## src/rtl/ram_ctrl_pkg.sv

```systemverilog
// Shared widths, sweep value, FSM encoding and request payload for the RAM access controller.
package ram_ctrl_pkg;

  localparam int unsigned AW    = 6;
  localparam int unsigned DW    = 8;
  localparam int unsigned DEPTH = 1 << AW;

  localparam logic [DW-1:0] INIT_VALUE = DW'(8'h00);

  typedef enum logic {
    ST_INIT = 1'b0,
    ST_RUN  = 1'b1
  } state_t;

  typedef struct packed {
    logic          we;
    logic [AW-1:0] addr;
    logic [DW-1:0] wdata;
  } req_cmd_t;

endpackage

```

## src/rtl/ram_access_controller_if.sv

```systemverilog
// Requester ports, clear/busy and RAM control pins of the RAM access controller.
interface ram_access_controller_if;
  import ram_ctrl_pkg::*;

  logic          clr;
  logic          busy;

  logic          m0_req;
  logic          m0_we;
  logic [AW-1:0] m0_addr;
  logic [DW-1:0] m0_wdata;
  logic          m0_ack;
  logic [DW-1:0] m0_rdata;
  logic          m0_rvalid;

  logic          m1_req;
  logic          m1_we;
  logic [AW-1:0] m1_addr;
  logic [DW-1:0] m1_wdata;
  logic          m1_ack;
  logic [DW-1:0] m1_rdata;
  logic          m1_rvalid;

  logic [AW-1:0] ram_readAddress;
  logic [AW-1:0] ram_writeAddress;
  logic [DW-1:0] ram_writeData;
  logic          ram_writeEnable;
  logic          ram_readEn;
  logic [DW-1:0] ram_ReadData;

  // Requester / RAM-instance side
  modport master (
    output clr,
    input  busy,
    output m0_req, m0_we, m0_addr, m0_wdata,
    input  m0_ack, m0_rdata, m0_rvalid,
    output m1_req, m1_we, m1_addr, m1_wdata,
    input  m1_ack, m1_rdata, m1_rvalid,
    input  ram_readAddress, ram_writeAddress, ram_writeData, ram_writeEnable, ram_readEn,
    output ram_ReadData
  );

  // Controller side
  modport slave (
    input  clr,
    output busy,
    input  m0_req, m0_we, m0_addr, m0_wdata,
    output m0_ack, m0_rdata, m0_rvalid,
    input  m1_req, m1_we, m1_addr, m1_wdata,
    output m1_ack, m1_rdata, m1_rvalid,
    output ram_readAddress, ram_writeAddress, ram_writeData, ram_writeEnable, ram_readEn,
    input  ram_ReadData
  );

endinterface

```

## src/rtl/rr_arbiter2.sv

```systemverilog
// Two-way round-robin arbiter: combinational one-hot grant, priority flips on every grant.
module rr_arbiter2 (
  input  logic       clk,
  input  logic       rst_n,
  input  logic [1:0] req,
  input  logic       en,
  output logic [1:0] gnt
);

  logic prio;  // 0: m0 wins a tie, 1: m1 wins a tie

  always_comb begin
    gnt = 2'b00;
    if (en) begin
      if (req == 2'b11) gnt = prio ? 2'b10 : 2'b01;
      else              gnt = req;
    end
  end

  always_ff @(posedge clk or negedge rst_n) begin
    if (!rst_n)      prio <= 1'b0;
    else if (gnt[0]) prio <= 1'b1;
    else if (gnt[1]) prio <= 1'b0;
  end

endmodule

```

## src/rtl/ram_access_controller.sv

```systemverilog
// Owns the shared 64x8 RAM: clear sweep after reset/clr, then one round-robin
// arbitrated read or write per cycle for requesters m0 and m1.
module ram_access_controller
  import ram_ctrl_pkg::*;
(
  input  logic                    clk,
  input  logic                    rst_n,
  ram_access_controller_if.slave  bus
);

  state_t        state;
  state_t        state_next;
  logic [AW-1:0] cnt;
  logic [AW-1:0] cnt_next;
  logic [1:0]    gnt;
  logic          run_en;
  req_cmd_t      cmd;

  // clr takes priority over any request in RUN
  assign run_en = (state == ST_RUN) && !bus.clr;

  rr_arbiter2 u_arb (
    .clk   (clk),
    .rst_n (rst_n),
    .req   ({bus.m1_req, bus.m0_req}),
    .en    (run_en),
    .gnt   (gnt)
  );

  assign bus.m0_ack = gnt[0];
  assign bus.m1_ack = gnt[1];

  always_comb begin
    cmd = '0;
    if (gnt[0])      cmd = '{we: bus.m0_we, addr: bus.m0_addr, wdata: bus.m0_wdata};
    else if (gnt[1]) cmd = '{we: bus.m1_we, addr: bus.m1_addr, wdata: bus.m1_wdata};
  end

  // Next state, sweep counter and RAM pin muxing
  always_comb begin
    state_next           = state;
    cnt_next             = cnt;
    bus.ram_writeEnable  = 1'b0;
    bus.ram_writeAddress = '0;
    bus.ram_writeData    = '0;
    bus.ram_readEn       = 1'b0;
    bus.ram_readAddress  = '0;
    case (state)
      ST_INIT: begin
        bus.ram_writeEnable  = 1'b1;
        bus.ram_writeAddress = cnt;
        bus.ram_writeData    = INIT_VALUE;
        if (bus.clr) begin
          cnt_next = '0;
        end else if (cnt == AW'(DEPTH - 1)) begin
          cnt_next   = '0;
          state_next = ST_RUN;
        end else begin
          cnt_next = cnt + AW'(1);
        end
      end
      ST_RUN: begin
        if (bus.clr) begin
          state_next = ST_INIT;
          cnt_next   = '0;
        end else if (|gnt) begin
          if (cmd.we) begin
            bus.ram_writeEnable  = 1'b1;
            bus.ram_writeAddress = cmd.addr;
            bus.ram_writeData    = cmd.wdata;
          end else begin
            bus.ram_readEn      = 1'b1;
            bus.ram_readAddress = cmd.addr;
          end
        end
      end
      default: state_next = ST_INIT;
    endcase
  end

  always_ff @(posedge clk or negedge rst_n) begin
    if (!rst_n) begin
      state    <= ST_INIT;
      cnt      <= '0;
      bus.busy <= 1'b1;
    end else begin
      state    <= state_next;
      cnt      <= cnt_next;
      bus.busy <= (state_next == ST_INIT);
    end
  end

  // Read data is captured on the grant edge; rvalid follows one cycle after ack
  always_ff @(posedge clk or negedge rst_n) begin
    if (!rst_n) begin
      bus.m0_rdata  <= '0;
      bus.m0_rvalid <= 1'b0;
      bus.m1_rdata  <= '0;
      bus.m1_rvalid <= 1'b0;
    end else begin
      bus.m0_rvalid <= gnt[0] && !cmd.we;
      bus.m1_rvalid <= gnt[1] && !cmd.we;
      if (gnt[0] && !cmd.we) bus.m0_rdata <= bus.ram_ReadData;
      if (gnt[1] && !cmd.we) bus.m1_rdata <= bus.ram_ReadData;
    end
  end

endmodule

```

## src/flat_wrapper.sv

```systemverilog
// flat-port wrapper written by rule: the top's interface ports become plain ports
module ram_access_controller_flat import ram_ctrl_pkg::*;
  (clk, rst_n, bus_clr, bus_busy, bus_m0_req, bus_m0_we, bus_m0_addr, bus_m0_wdata, bus_m0_ack, bus_m0_rdata, bus_m0_rvalid, bus_m1_req, bus_m1_we, bus_m1_addr, bus_m1_wdata, bus_m1_ack, bus_m1_rdata, bus_m1_rvalid, bus_ram_readAddress, bus_ram_writeAddress, bus_ram_writeData, bus_ram_writeEnable, bus_ram_readEn, bus_ram_ReadData);
  ram_access_controller_if bus_i ();
  input  logic clk;
  input  logic rst_n;
  input wire logic [$bits(bus_i.clr)-1:0] bus_clr;
  output wire logic [$bits(bus_i.busy)-1:0] bus_busy;
  input wire logic [$bits(bus_i.m0_req)-1:0] bus_m0_req;
  input wire logic [$bits(bus_i.m0_we)-1:0] bus_m0_we;
  input wire logic [$bits(bus_i.m0_addr)-1:0] bus_m0_addr;
  input wire logic [$bits(bus_i.m0_wdata)-1:0] bus_m0_wdata;
  output wire logic [$bits(bus_i.m0_ack)-1:0] bus_m0_ack;
  output wire logic [$bits(bus_i.m0_rdata)-1:0] bus_m0_rdata;
  output wire logic [$bits(bus_i.m0_rvalid)-1:0] bus_m0_rvalid;
  input wire logic [$bits(bus_i.m1_req)-1:0] bus_m1_req;
  input wire logic [$bits(bus_i.m1_we)-1:0] bus_m1_we;
  input wire logic [$bits(bus_i.m1_addr)-1:0] bus_m1_addr;
  input wire logic [$bits(bus_i.m1_wdata)-1:0] bus_m1_wdata;
  output wire logic [$bits(bus_i.m1_ack)-1:0] bus_m1_ack;
  output wire logic [$bits(bus_i.m1_rdata)-1:0] bus_m1_rdata;
  output wire logic [$bits(bus_i.m1_rvalid)-1:0] bus_m1_rvalid;
  output wire logic [$bits(bus_i.ram_readAddress)-1:0] bus_ram_readAddress;
  output wire logic [$bits(bus_i.ram_writeAddress)-1:0] bus_ram_writeAddress;
  output wire logic [$bits(bus_i.ram_writeData)-1:0] bus_ram_writeData;
  output wire logic [$bits(bus_i.ram_writeEnable)-1:0] bus_ram_writeEnable;
  output wire logic [$bits(bus_i.ram_readEn)-1:0] bus_ram_readEn;
  input wire logic [$bits(bus_i.ram_ReadData)-1:0] bus_ram_ReadData;
  assign bus_i.clr = bus_clr;
  assign bus_busy = bus_i.busy;
  assign bus_i.m0_req = bus_m0_req;
  assign bus_i.m0_we = bus_m0_we;
  assign bus_i.m0_addr = bus_m0_addr;
  assign bus_i.m0_wdata = bus_m0_wdata;
  assign bus_m0_ack = bus_i.m0_ack;
  assign bus_m0_rdata = bus_i.m0_rdata;
  assign bus_m0_rvalid = bus_i.m0_rvalid;
  assign bus_i.m1_req = bus_m1_req;
  assign bus_i.m1_we = bus_m1_we;
  assign bus_i.m1_addr = bus_m1_addr;
  assign bus_i.m1_wdata = bus_m1_wdata;
  assign bus_m1_ack = bus_i.m1_ack;
  assign bus_m1_rdata = bus_i.m1_rdata;
  assign bus_m1_rvalid = bus_i.m1_rvalid;
  assign bus_ram_readAddress = bus_i.ram_readAddress;
  assign bus_ram_writeAddress = bus_i.ram_writeAddress;
  assign bus_ram_writeData = bus_i.ram_writeData;
  assign bus_ram_writeEnable = bus_i.ram_writeEnable;
  assign bus_ram_readEn = bus_i.ram_readEn;
  assign bus_i.ram_ReadData = bus_ram_ReadData;
  ram_access_controller u_core (.clk(clk), .rst_n(rst_n), .bus(bus_i));
endmodule
```

## config.mk

```make
export PLATFORM = sky130hd
export DESIGN_NAME = ram_access_controller_flat
export DESIGN_NICKNAME = d
export VERILOG_FILES = /design/src/rtl/ram_ctrl_pkg.sv /design/src/rtl/ram_access_controller_if.sv /design/src/rtl/rr_arbiter2.sv /design/src/rtl/ram_access_controller.sv /design/src/flat_wrapper.sv
export SDC_FILE = /design/constraint.sdc
export NUM_CORES = 1
export LEC_CHECK = 0
export CORE_MARGIN = 4
export CORE_UTILIZATION = 40
export CTS_CLUSTER_DIAMETER = 30
export DETAILED_ROUTE_END_ITERATION = 6
export DONT_BUFFER_PORTS = 1
export GPL_TIMING_DRIVEN = 0
export SLEW_MARGIN = 10
export SYNTH_ARGS = -nofsm -noshare
export SYNTH_HDL_FRONTEND = slang
export SYNTH_SLANG_ARGS = --single-unit
```

## constraint.sdc

```tcl
create_clock -name clk -period 1.67 [get_ports clk]
set_input_delay 0.2505 -clock clk [delete_from_list [all_inputs] [get_ports clk]]
set_output_delay 0.2505 -clock clk [all_outputs]
set_load 0.01 [all_outputs]
```

## Word-level counts from Yosys, hierarchy flattened

Cells that the tools add are included.

| word-level totals | value |
|---|---|
| flip-flop bits (word level) | 27 |
| bits of input ports | 43 |
| output and inout port bits | 43 |
| logic and storage cells | 56 |

| operators by class | value |
|---|---|
| add/subtract/negate cells | 1 |
| eq/ne operators | 3 |
| muxes and demuxes | 35 |
| bitwise gates (word level) | 2 |
| reductions and logical operators | 7 |

Operators with widths:

| cell | number |
|---|---|
| 6-bit two-way mux | 10 |
| 15-bit two-way mux | 2 |
| 8-bit two-way mux | 3 |
| 6-bit one-hot mux with 2 select lines | 2 |
| 8-bit one-hot mux with 2 select lines | 1 |
| 1-bit two-way mux | 12 |
| 6-bit by 1-bit adder with 6-bit output (second input constant) | 1 |
| 6-bit == test (second input constant) | 1 |
| 2-bit two-way mux | 3 |
| 1-bit one-hot mux with 2 select lines | 2 |
| 1-bit logical AND | 3 |
| 2-bit == test (second input constant) | 1 |
| 1-bit zero test | 2 |
| 2-bit inequality test (second input constant) | 1 |
| 1-bit NOT | 2 |
| 2-bit nonzero test | 1 |
| 2-bit OR reduction | 1 |

## Depth between registers and ports, before layout

Gate-level depths: netlist (run 1).

| logic depth | value |
|---|---|
| depth in word-level cells | 9 |
| mapped depth | 7 |
| depth with buffers taken out | 5 |

## By module

A second synthesis (run 1) with hierarchy kept.

| unflattened totals | value |
|---|---|
| cell total of the unflattened synthesis | 143 |
| area total of the unflattened synthesis | 1473.9 um2 |

Modules (own cells, without submodules):

| module | instances | cells an instance | area each (um2) | sequential area each (um2) |
|---|---|---|---|---|
| ram_access_controller | 1 | 135 | 1412.6 | 651.9 |
| rr_arbiter2 | 1 | 8 | 61.3 | 25.0 |

## Worst setup path before layout (run 1)

OpenSTA, ideal clock, no wires.

| timing path | value |
|---|---|
| path kind | input-to-output |
| from | input port bus_clr |
| to | output port bus_ram_readAddress[5] |
| arrival | 1.394 ns |
| required time | 1.419 ns |
| path slack | 0.026 ns |
| cell stages on the path | 5 |
| buffers on the path | 1 |
| path through | buf_2 > nand3b_4 > nor2_1 > a22oi_1 > nor3_1 |

| on the way | value |
|---|---|
| cells in the longest elaborated chain, start to end | 9 |
| elaborated cells between the ends (all ways) | 10 |
| those cells by class | mux (7); reduce/logical (3) |

RTL lines:

| element | line | source |
|---|---|---|
| from (decl) | flat_wrapper.sv:7 | `input wire logic [$bits(bus_i.clr)-1:0] bus_clr;` |
| 1-bit zero test (*) | ram_access_controller.sv:20 | `assign run_en = (state == ST_RUN) && !bus.clr;` |
| 1-bit logical AND (*) | ram_access_controller.sv:20 |  |
| 2-bit two-way mux (*) | rr_arbiter2.sv:14 | `if (en) begin` |
| via bus_m1_ack | flat_wrapper.sv:20 | `output wire logic [$bits(bus_i.m1_ack)-1:0] bus_m1_ack;` |
| 15-bit two-way mux | ram_access_controller.sv:36 | `else if (gnt[1]) cmd = '{we: bus.m1_we, addr: bus.m1_addr, wdata: bus.m1_wdata};` |
| 15-bit two-way mux | ram_access_controller.sv:35 | `if (gnt[0]) cmd = '{we: bus.m0_we, addr: bus.m0_addr, wdata: bus.m0_wdata};` |
| 6-bit two-way mux | ram_access_controller.sv:67 | `if (cmd.we) begin` |
| 6-bit two-way mux (*) | ram_access_controller.sv:66 | `end else if (\|gnt) begin` |
| 6-bit two-way mux (*) | ram_access_controller.sv:63 | `if (bus.clr) begin` |
| 6-bit two-way mux (*) | ram_access_controller.sv:48 | `case (state)` |
| to (decl) | flat_wrapper.sv:23 | `output wire logic [$bits(bus_i.ram_readAddress)-1:0] bus_ram_readAddress;` |

The timed path passes the listed nets; every way through them passes the cells marked *.

## Final worst setup path (run 1)

| timing path | value |
|---|---|
| from | register u_core.state |
| to | output port bus_ram_writeAddress[2] |

| on the way | value |
|---|---|
| elaborated cells between the ends (all ways) | 10 |
| those cells by class | mux (7); bitwise (1); reduce/logical (2) |

RTL lines:

| element | line | source |
|---|---|---|
| from (decl) | ram_access_controller.sv:11 | `state_t state;` |
| from (signal assigned) | ram_access_controller.sv:87 | `state <= state_next;` |
| 1-bit logical AND (*) | ram_access_controller.sv:20 |  |
| 2-bit two-way mux (*) | rr_arbiter2.sv:14 |  |
| via bus_m0_ack | flat_wrapper.sv:13 | `output wire logic [$bits(bus_i.m0_ack)-1:0] bus_m0_ack;` |
| 15-bit two-way mux | ram_access_controller.sv:35 |  |
| 6-bit two-way mux | ram_access_controller.sv:67 |  |
| 6-bit two-way mux (*) | ram_access_controller.sv:66 |  |
| 6-bit two-way mux (*) | ram_access_controller.sv:63 |  |
| 6-bit one-hot mux with 2 select lines (*) | ram_access_controller.sv:48 |  |
| to (decl) | flat_wrapper.sv:24 | `output wire logic [$bits(bus_i.ram_writeAddress)-1:0] bus_ram_writeAddress;` |

Marked as above.

==> results of run 1 <==
## cells in the mapped netlist, types with 2 or more instances
library cell and instances:
sky130_fd_sc_hd__a21oi_1 11, sky130_fd_sc_hd__a22o_1 8, sky130_fd_sc_hd__a22oi_1 7, sky130_fd_sc_hd__a31oi_1 2
sky130_fd_sc_hd__and3_1 2, sky130_fd_sc_hd__buf_2 3, sky130_fd_sc_hd__buf_6 2, sky130_fd_sc_hd__clkbuf_1 2
sky130_fd_sc_hd__dfrtp_1 26, sky130_fd_sc_hd__inv_1 5, sky130_fd_sc_hd__mux2_2 8, sky130_fd_sc_hd__mux2_4 8
sky130_fd_sc_hd__nand2_1 4, sky130_fd_sc_hd__nand3_1 3, sky130_fd_sc_hd__nor2_1 14, sky130_fd_sc_hd__nor2b_1 5
sky130_fd_sc_hd__nor2b_4 2, sky130_fd_sc_hd__nor3_1 5, sky130_fd_sc_hd__o22ai_1 2, sky130_fd_sc_hd__xnor2_1 2
## state kept, by name (all words and copies together) (netlist names)
register and cells:
u_core.bus.m0_rvalid 1, u_core.u_arb.prio 1, u_core.cnt 6, u_core.bus.m0_rdata 8, u_core.bus.busy 1, u_core.bus.m1_rvalid 1, u_core.state 1, u_core.bus.m1_rdata 8
## kinds of logic (layout without fill, tap and decap cells)
kind of cell    Yosys count  count (layout)
xor+xnor                  2               2
mux                      17              17
buf+inv                  12              31
flops                    27              27
fa+ha+maj                 1               1
simple gates             42              42
compound gates           37              37
## through the flow
stage	utilization, %	TNS [ps]
3_3_place_gp	42.82	-2076
2_1_floorplan	-	0
6_report	54.48	-1855
3_5_place_dp	42.82	-3082
5_1_grt	54.48	-3758
4_1_cts	51.74	-1894
## power groups by stage
stage,clock network (mW),registers (mW),logic (mW)
finish,0.389,0.701,0.139
global route,0.440,0.705,0.153
CTS,0.409,0.701,0.123
detailed placement,0,0.713,0.0809
global placement,0,0.712,0.0783
floorplan,0,0.706,0.0701
## cell type report
cell class / instances / area, um2
clock buffers: 3 / 41.29
fillers: 319 / 1667
repair buffers: 16 / 158.9
clock inverters: 1 / 8.758
flip-flops and latches: 27 / 678.2
multi-input cells: 99 / 965.9
plain buffers: 6 / 62.56
inverters: 5 / 18.77
well taps: 48 / 60.06
## timing repair
action / 4_1_cts / 5_1_grt
pin swaps: 19 / 12
buffers inserted: 10 / 3
hold buffers: 2 / 0
resized for setup: 46 / 12
cloned: 1 / 0
hold endpoints to repair: 27 / 0
endpoints found under the setup margin: 30 / 39
## routing by layer
metal | routed length, um | vias up | track usage [%]
li1 | - | 539 | -
met4 | 27 | 0 | 6.074
met3 | 400 | 2 | 5.072
met2 | 2274 | 71 | 30.93
met5 | 0 | - | 0
met1 | 1529 | 605 | 18.01
## worst paths after layout
check / start / cells after the start / slack [ps] / end
worst max-delay path: u_core.state / 5 / -140 / bus_ram_writeAddress[2]
worst min-delay path: bus_ram_ReadData[3] / 1 / 110 / u_core.bus.m0_rdata[3]
worst max register to register: u_core.u_arb.prio / 6 / 10 / u_core.bus.m0_rdata[5]
worst min register to register: u_core.cnt[3] / 1 / 590 / u_core.cnt[3]
max in group asynchronous: rst_n / 2 / 1030 / u_core.bus.busy
min in group asynchronous: rst_n / 2 / 400 / u_core.cnt[1]
==> results.txt, run 1 <==
----------------------------------------------------
[STA]
  Worst-Margin Slew ... 318.2 ps
  Number of pins with negative max-slew slack in the final report ... 0
  Headroom to the max-slew limit ... 78.73%
  Number of failing hold endpoints at the final stage ... 0
  Achievable clock frequency ... 0.5519 GHz
  Clock period minus worst slack ... 1812 ps
  Fin crit share ... 108.5%
  Final worst hold slack ... 112.2 ps
  Final worst-path setup slack ... -141.9 ps
  Final Setup Violations ... 21
  Setup repair after global routing missed its margin ... yes
  Final setup skew ... 5.767 ps

[Die]
  Number of ports placed on the die boundary ... 86
  Die Height ... 69.40 um
  Effective utilization at floorplan ... 41.18%
  Die outline width ... 69.40 um
  Core Region ... 0.003661 mm2
  Placement Rows ... 22
  Die outline area ... 0.004816 mm2

[Synthesis]
  Post-synthesis instance area ... 0.001508 mm2
  Combinational family with the most area after synthesis ... compound AO/OA/AOI/OAI gates
  Area share of fa/ha/maj cells after synthesis ... 0.8299%
  Async set-reset flop share out of synthesis ... 100.0%
  Mean instance size in the synthesized netlist ... 10.93 um2
  Top cells by area, synth ... sky130_fd_sc_hd__dfrtp_1 (43%), sky130_fd_sc_hd__mux2_4 (8.0%), sky130_fd_sc_hd__mux2_2 (6.0%), sky130_fd_sc_hd__a22o_1 (4.6%), sky130_fd_sc_hd__a21oi_1 (3.7%)
  Fraction of the yosys area taken by sequential cells ... 44.90%
  Xor and xnor area share after synthesis ... 1.162%
  Number of synthesized flops with an enable pin ... 0
  Fraction of the mapped netlist area in simple logic gates ... 16.93%
  Top FF cell, synth ... sky130_fd_sc_hd__dfrtp_1
  Number of instances in the synthesized netlist ... 138
  Post-synthesis compound-gate area fraction ... 17.34%
  Count of yosys warnings during synthesis ... 0
  Fraction of synthesized cell area taken by the top area cell type ... 43.15%
  Fraction of synthesized area in multiplexers ... 14.61%
  #FFs+latches synth ... 27
  Number of library cell types mapped by synthesis ... 37
  Post-synth top area cell ... sky130_fd_sc_hd__dfrtp_1
  Synthesized Nets ... 182

[Clocking]
  Maximum count of clock buffers along a single path ... 2
  TritonCTS clock tree ... done
  Root cell of the clock tree ... sky130_fd_sc_hd__clkbuf_8
  Count of clock tree sinks ... 27
  Total number of H-tree levels ... 1
  Latest clock arrival within the worst-skew pair ... 270 ps
  Clock buffers created by TritonCTS ... 3
  Clock edge transition at the registers on the reported setup and hold paths ... 100 ps

[Pwr]
  Cell area power density ... 616.8 mW/mm2
  Net Switching ... 0.3106 mW
  Cell Int Power ... 0.9196 mW
  Net Sw Frac ... 25.25%
  Combinational share of power ... 11.3%
  Leakage power total ... 0.8700 nW
  Largest voltage drop on the vdd net ... 0.3943 mV
  Proportion of power drawn by the clock network ... 31.7%
  Part of the total power dissipated in sequential elements ... 57.0%
  Pwr Total ... 1.230 mW

[Drt]
  Antenna Violating Nets Remaining ... 0
  Detailed-route vias per instance ... 5.937
  Total Wirelength ... 4231 um
  DRC violations left ... 0
  Number of iterations in the first detailed-routing pass ... 4
  Routed wirelength normalized by instance count ... 20.64 um
  Number of vias after detailed routing ... 1217
  DRC violation total after the first TritonRoute iteration ... 45

[Final layout]
  Area Overhead vs Synth ... 32.28%
  Final std cells w/o fill ... 205
  ANT cells ... 0
  Fraction of layout cells with a size suffix above 1 ... 54.14%
  Number of nets in the layout ... 202
  Commonest cells after routing, fill and taps aside ... sky130_fd_sc_hd__dfrtp_1 (25), sky130_fd_sc_hd__buf_4 (10), sky130_fd_sc_hd__a22o_1 (8), sky130_fd_sc_hd__mux2_4 (8), sky130_fd_sc_hd__mux2_2 (8)
  Most frequent standard cell in the layout excluding fill and tap cells ... sky130_fd_sc_hd__dfrtp_1
  Final Cell Area ... 0.001994 mm2

[Global route]
  Via count of the first global-routing pass ... 1301
  Global-route wire length before repair ... 6644 um
  Overall track demand over capacity in global routing ... 16.83%
  Remaining Overflow, GRT ... 0
  Maximum number of pins on one net before global-route repair ... 28
  Number of antenna violations at the first check in global routing ... 0

[Critical path]
  Slowest cell on the critical path ... sky130_fd_sc_hd__dfrtp_1
  Element type at the critical path start ... flop
  Max stage delay on crit path ... 440 ps
  Required time at the endpoint of the critical path ... 1420 ps
  Kind of end point of the critical path ... primary output
  Cells along the critical path ... nor2b_4 > and2_4 > buf_8 > a22oi_2 > a21oi_2
  Crit Path Max Fanout ... 8
  Crit-path leading delay family ... flip-flops
  Signal arrival time at the worst endpoint ... 1560 ps
  Type of the worst setup path ... reg -> out
  Worst path bufs/invs ... 1

[Placed design]
  Port Buffers ... 0
  Cells after DPL ... 186
  Final GP Congestion ... 0.8118
  Placed inst area ... 0.001568 mm2
  Pre-CTS setup slack ... -255.6 ps
  Detailed Place HPWL ... 2772 um

[Status]
  Failing checks ... negative setup slack
  Run status ... finished, violations left

[Run]
  Max capacitance violation total ... 0

[Hold path]
  Class of the worst hold path ... in -> reg

----------------------------------------------------
Power figures use the tool's default switching activity.
==> inputs of run 2 (changes only) <==
--- a/config.mk
+++ b/config.mk
@@ -11,6 +11,7 @@
 export DETAILED_ROUTE_END_ITERATION = 6
 export DONT_BUFFER_PORTS = 1
 export GPL_TIMING_DRIVEN = 0
+export PLACE_DENSITY = 0.63
 export SLEW_MARGIN = 10
 export SYNTH_ARGS = -nofsm -noshare
 export SYNTH_HDL_FRONTEND = slang
==> run 2 against run 1 <==
The flow still finishes with violations (negative setup slack). Total power decreased by 0.36%. Sequential cell count unchanged. Via count down 0.82%. Global-route usage fell by 0.38 points. Sequential share of layout area rose by 0.52 points. Clock skew grew 1.8 ps. Setup slack better by 9.5 ps. Clock power barely moved. Largest cell class unchanged.
==> results.txt, run 2 (synthesized netlist as in run 1, its figures left out) <==
----------------------------------------------------
[Drt]
  Number of vias after detailed routing ... 1207 (-0.82%)
  Met1 Wirelength ... 1444 um (-5.6%)
  Total Wirelength ... 4047 um (-4.3%)
  Met3 wire len ... 408 um (+2.0%)
  Antenna Violating Nets Remaining ... 0 (unchanged)
  Routed wirelength normalized by instance count ... 19.94 um (-3.4%)
  Highest layer used for signal routing ... met4
  DRC violation total after the first TritonRoute iteration ... 49 (+8.9%)
  Detailed-route vias per instance ... 5.946 (+0.16%)
  DRC violations left ... 0 (unchanged)
  Met2 WL ... 2170 um (-4.6%)
  Number of iterations in the first detailed-routing pass ... 4 (unchanged)

[STA]
  Number of failing hold endpoints at the final stage ... 0 (unchanged)
  Headroom to the max-slew limit ... 72.18% (-6.6 points)
  Final worst-path setup slack ... -132.4 ps (+9.467 ps)
  Number of pins with negative max-slew slack in the final report ... 0 (unchanged)
  Worst-Margin Slew ... 416.5 ps (+98.27 ps)
  Achievable clock frequency ... 0.5548 GHz (+0.53%)
  Final setup skew ... 7.590 ps (+1.823 ps)
  Clock period minus worst slack ... 1802 ps (-9.467 ps)
  Setup repair after global routing missed its margin ... yes
  Final Setup Violations ... 22 (+4.8%)
  Fin crit share ... 107.9% (-0.57 points)

[Clocking]
  TritonCTS clock tree ... done
  Clock buffers created by TritonCTS ... 3 (unchanged)
  Maximum count of clock buffers along a single path ... 2 (unchanged)
  Latest clock arrival within the worst-skew pair ... 280 ps (about the same)
  Count of clock tree sinks ... 27 (unchanged)
  Clock edge transition at the registers on the reported setup and hold paths ... 100 ps (about the same)
  Root cell of the clock tree ... sky130_fd_sc_hd__clkbuf_8
  Total number of H-tree levels ... 1 (unchanged)

[Die]
  Effective utilization at floorplan ... 41.18% (unchanged)
  Die Height ... 69.40 um (unchanged)
  Die outline area ... 0.004816 mm2 (unchanged)
  Core Region ... 0.003661 mm2 (unchanged)
  Number of ports placed on the die boundary ... 86 (unchanged)
  Die outline width ... 69.40 um (unchanged)
  Placement Rows ... 22 (unchanged)

[Final layout]
  ANT cells ... 0 (unchanged)
  Largest registers in the final layout ... u_core.bus.m0_rdata x8, u_core.bus.m1_rdata x8, u_core.cnt x6
  Number of nets in the layout ... 200 (-0.99%)
  Commonest cells after routing, fill and taps aside ... sky130_fd_sc_hd__dfrtp_1 (25), sky130_fd_sc_hd__mux2_4 (10), sky130_fd_sc_hd__buf_4 (9)
  Most frequent standard cell in the layout excluding fill and tap cells ... sky130_fd_sc_hd__dfrtp_1
  Area Overhead vs Synth ... 30.29%
  Fraction of layout cells with a size suffix above 1 ... 54.19% (about the same)

[Critical path]
  Required time at the endpoint of the critical path ... 1420 ps (about the same)
  Type of the worst setup path ... reg -> out
  Element type at the critical path start ... flop
  Register-to-register path setup slack ... 0 ps (about the same)
  Crit Path Max Fanout ... 8 (unchanged)
  Signal arrival time at the worst endpoint ... 1550 ps (about the same)
  Cells on worst reg2reg path ... 6 (unchanged)
  Launching element of the worst setup path ... u_core.state
  CP endpoint ... bus_ram_writeAddress[3]
  Worst r2r dst ... u_core.bus.m0_rdata[6]
  Beginning of the worst register-to-register path ... u_core.u_arb.prio
  Kind of end point of the critical path ... primary output

[Global route]
  Global-route wire length before repair ... 6520 um (-1.9%)
  Overall track demand over capacity in global routing ... 16.46% (-0.38 points)
  Via count of the first global-routing pass ... 1228 (-5.6%)
  Remaining Overflow, GRT ... 0 (unchanged)
  Number of antenna violations at the first check in global routing ... 0 (unchanged)
  Maximum number of pins on one net before global-route repair ... 28 (unchanged)

[Status]
  Run status ... finished, violations left
  Failing checks ... negative setup slack

[Run]
  Max capacitance violation total ... 0 (unchanged)

[Pwr]
  Pwr Total ... 1.226 mW (-0.36%)
  Leakage power total ... 0.8539 nW (-1.8%)
  Cell area power density ... 624.0 mW/mm2 (+1.2%)
  Largest voltage drop on the vdd net ... 0.2485 mV (-37%)

[Hold path]
  Class of the worst hold path ... in -> reg

[Placed design]
  Pre-CTS setup slack ... -223.3 ps (+32.36 ps)
  Detailed Place HPWL ... 2816 um (+1.6%)
  Final GP Congestion ... 0.8570 (+5.6%)
  Port Buffers ... 0 (unchanged)

----------------------------------------------------
==> run 2: cell types whose count changed in the layout (fill, tap and decap cells not counted), sizes merged <==
cell,delta
buf,-2
==> run 2: worst max-delay path, cell delays in order, from the launching register on <==
cell                      delay [ps]
sky130_fd_sc_hd__dfrtp_1         440
sky130_fd_sc_hd__nor2b_4         160
sky130_fd_sc_hd__and2_4          160
sky130_fd_sc_hd__buf_8           140
sky130_fd_sc_hd__a22oi_2         260
sky130_fd_sc_hd__a21oi_2         120
==> run 2: area by class of cell <==
type	count	area, um2
multi-input combinational	99	954.7
inverter	5	18.77
buffer	6	62.56
clock inverter	1	8.758
clock buffer	3	41.29
timing repair buffer	14	140.1
sequential	27	678.2
tap	48	60.06
fill	314	1697
==> run 2: report_power, final <==
group | internal [mW] | total (mW) | switching [mW]
Sequential | 0.674 | 0.702 | 0.0280
Combinational | 0.0682 | 0.133 | 0.0653
Clock | 0.175 | 0.391 | 0.216
==> run 2: stage by stage <==
stage | util [%] | instances | TNS [ps] | instance area (um2) | hold slack (ps)
finish | 53.66 | 203 | -1808 | 1964 | 112.1
global route | 53.66 | 203 | -3541 | 1964 | 90.54
CTS | 52.29 | 202 | -2567 | 1914 | 75.54
detailed placement | 42.82 | 186 | -2306 | 1568 | -44.44
global placement | 42.82 | 186 | -1481 | 1568 | -44.49
floorplan | - | 138 | 0 | 1508 | -45.09
==> run 2: routing by layer <==
metal,up-vias,GRT usage (%)
met5,-,0
met2,72,29.34
li1,533,-
met1,600,18.61
met3,2,5.072
met4,0,5.206
==> run 2: repair_timing <==
item / in CTS / in global routing
pin swaps: 21 / 13
cloned: 1 / 0
resized for setup: 49 / 6
hold buffers: 2 / 0
buffers inserted: 10 / 1
endpoints found under the setup margin: 30 / 38
endpoints found under the hold margin: 27 / 0
==> run 2: worst min-delay path by stage <==
stage	startpoint	endpoint	slack, ps	cells past startpoint
floorplan	rst_n	u_core.bus.m0_rdata[0]	-50	0
global placement	rst_n	u_core.cnt[5]	-40	0
detailed placement	rst_n	u_core.cnt[5]	-40	0
CTS	bus_m1_we	u_core.bus.m1_rvalid	80	1
global route	bus_ram_ReadData[3]	u_core.bus.m0_rdata[3]	90	1
finish	bus_ram_ReadData[2]	u_core.bus.m0_rdata[2]	110	1
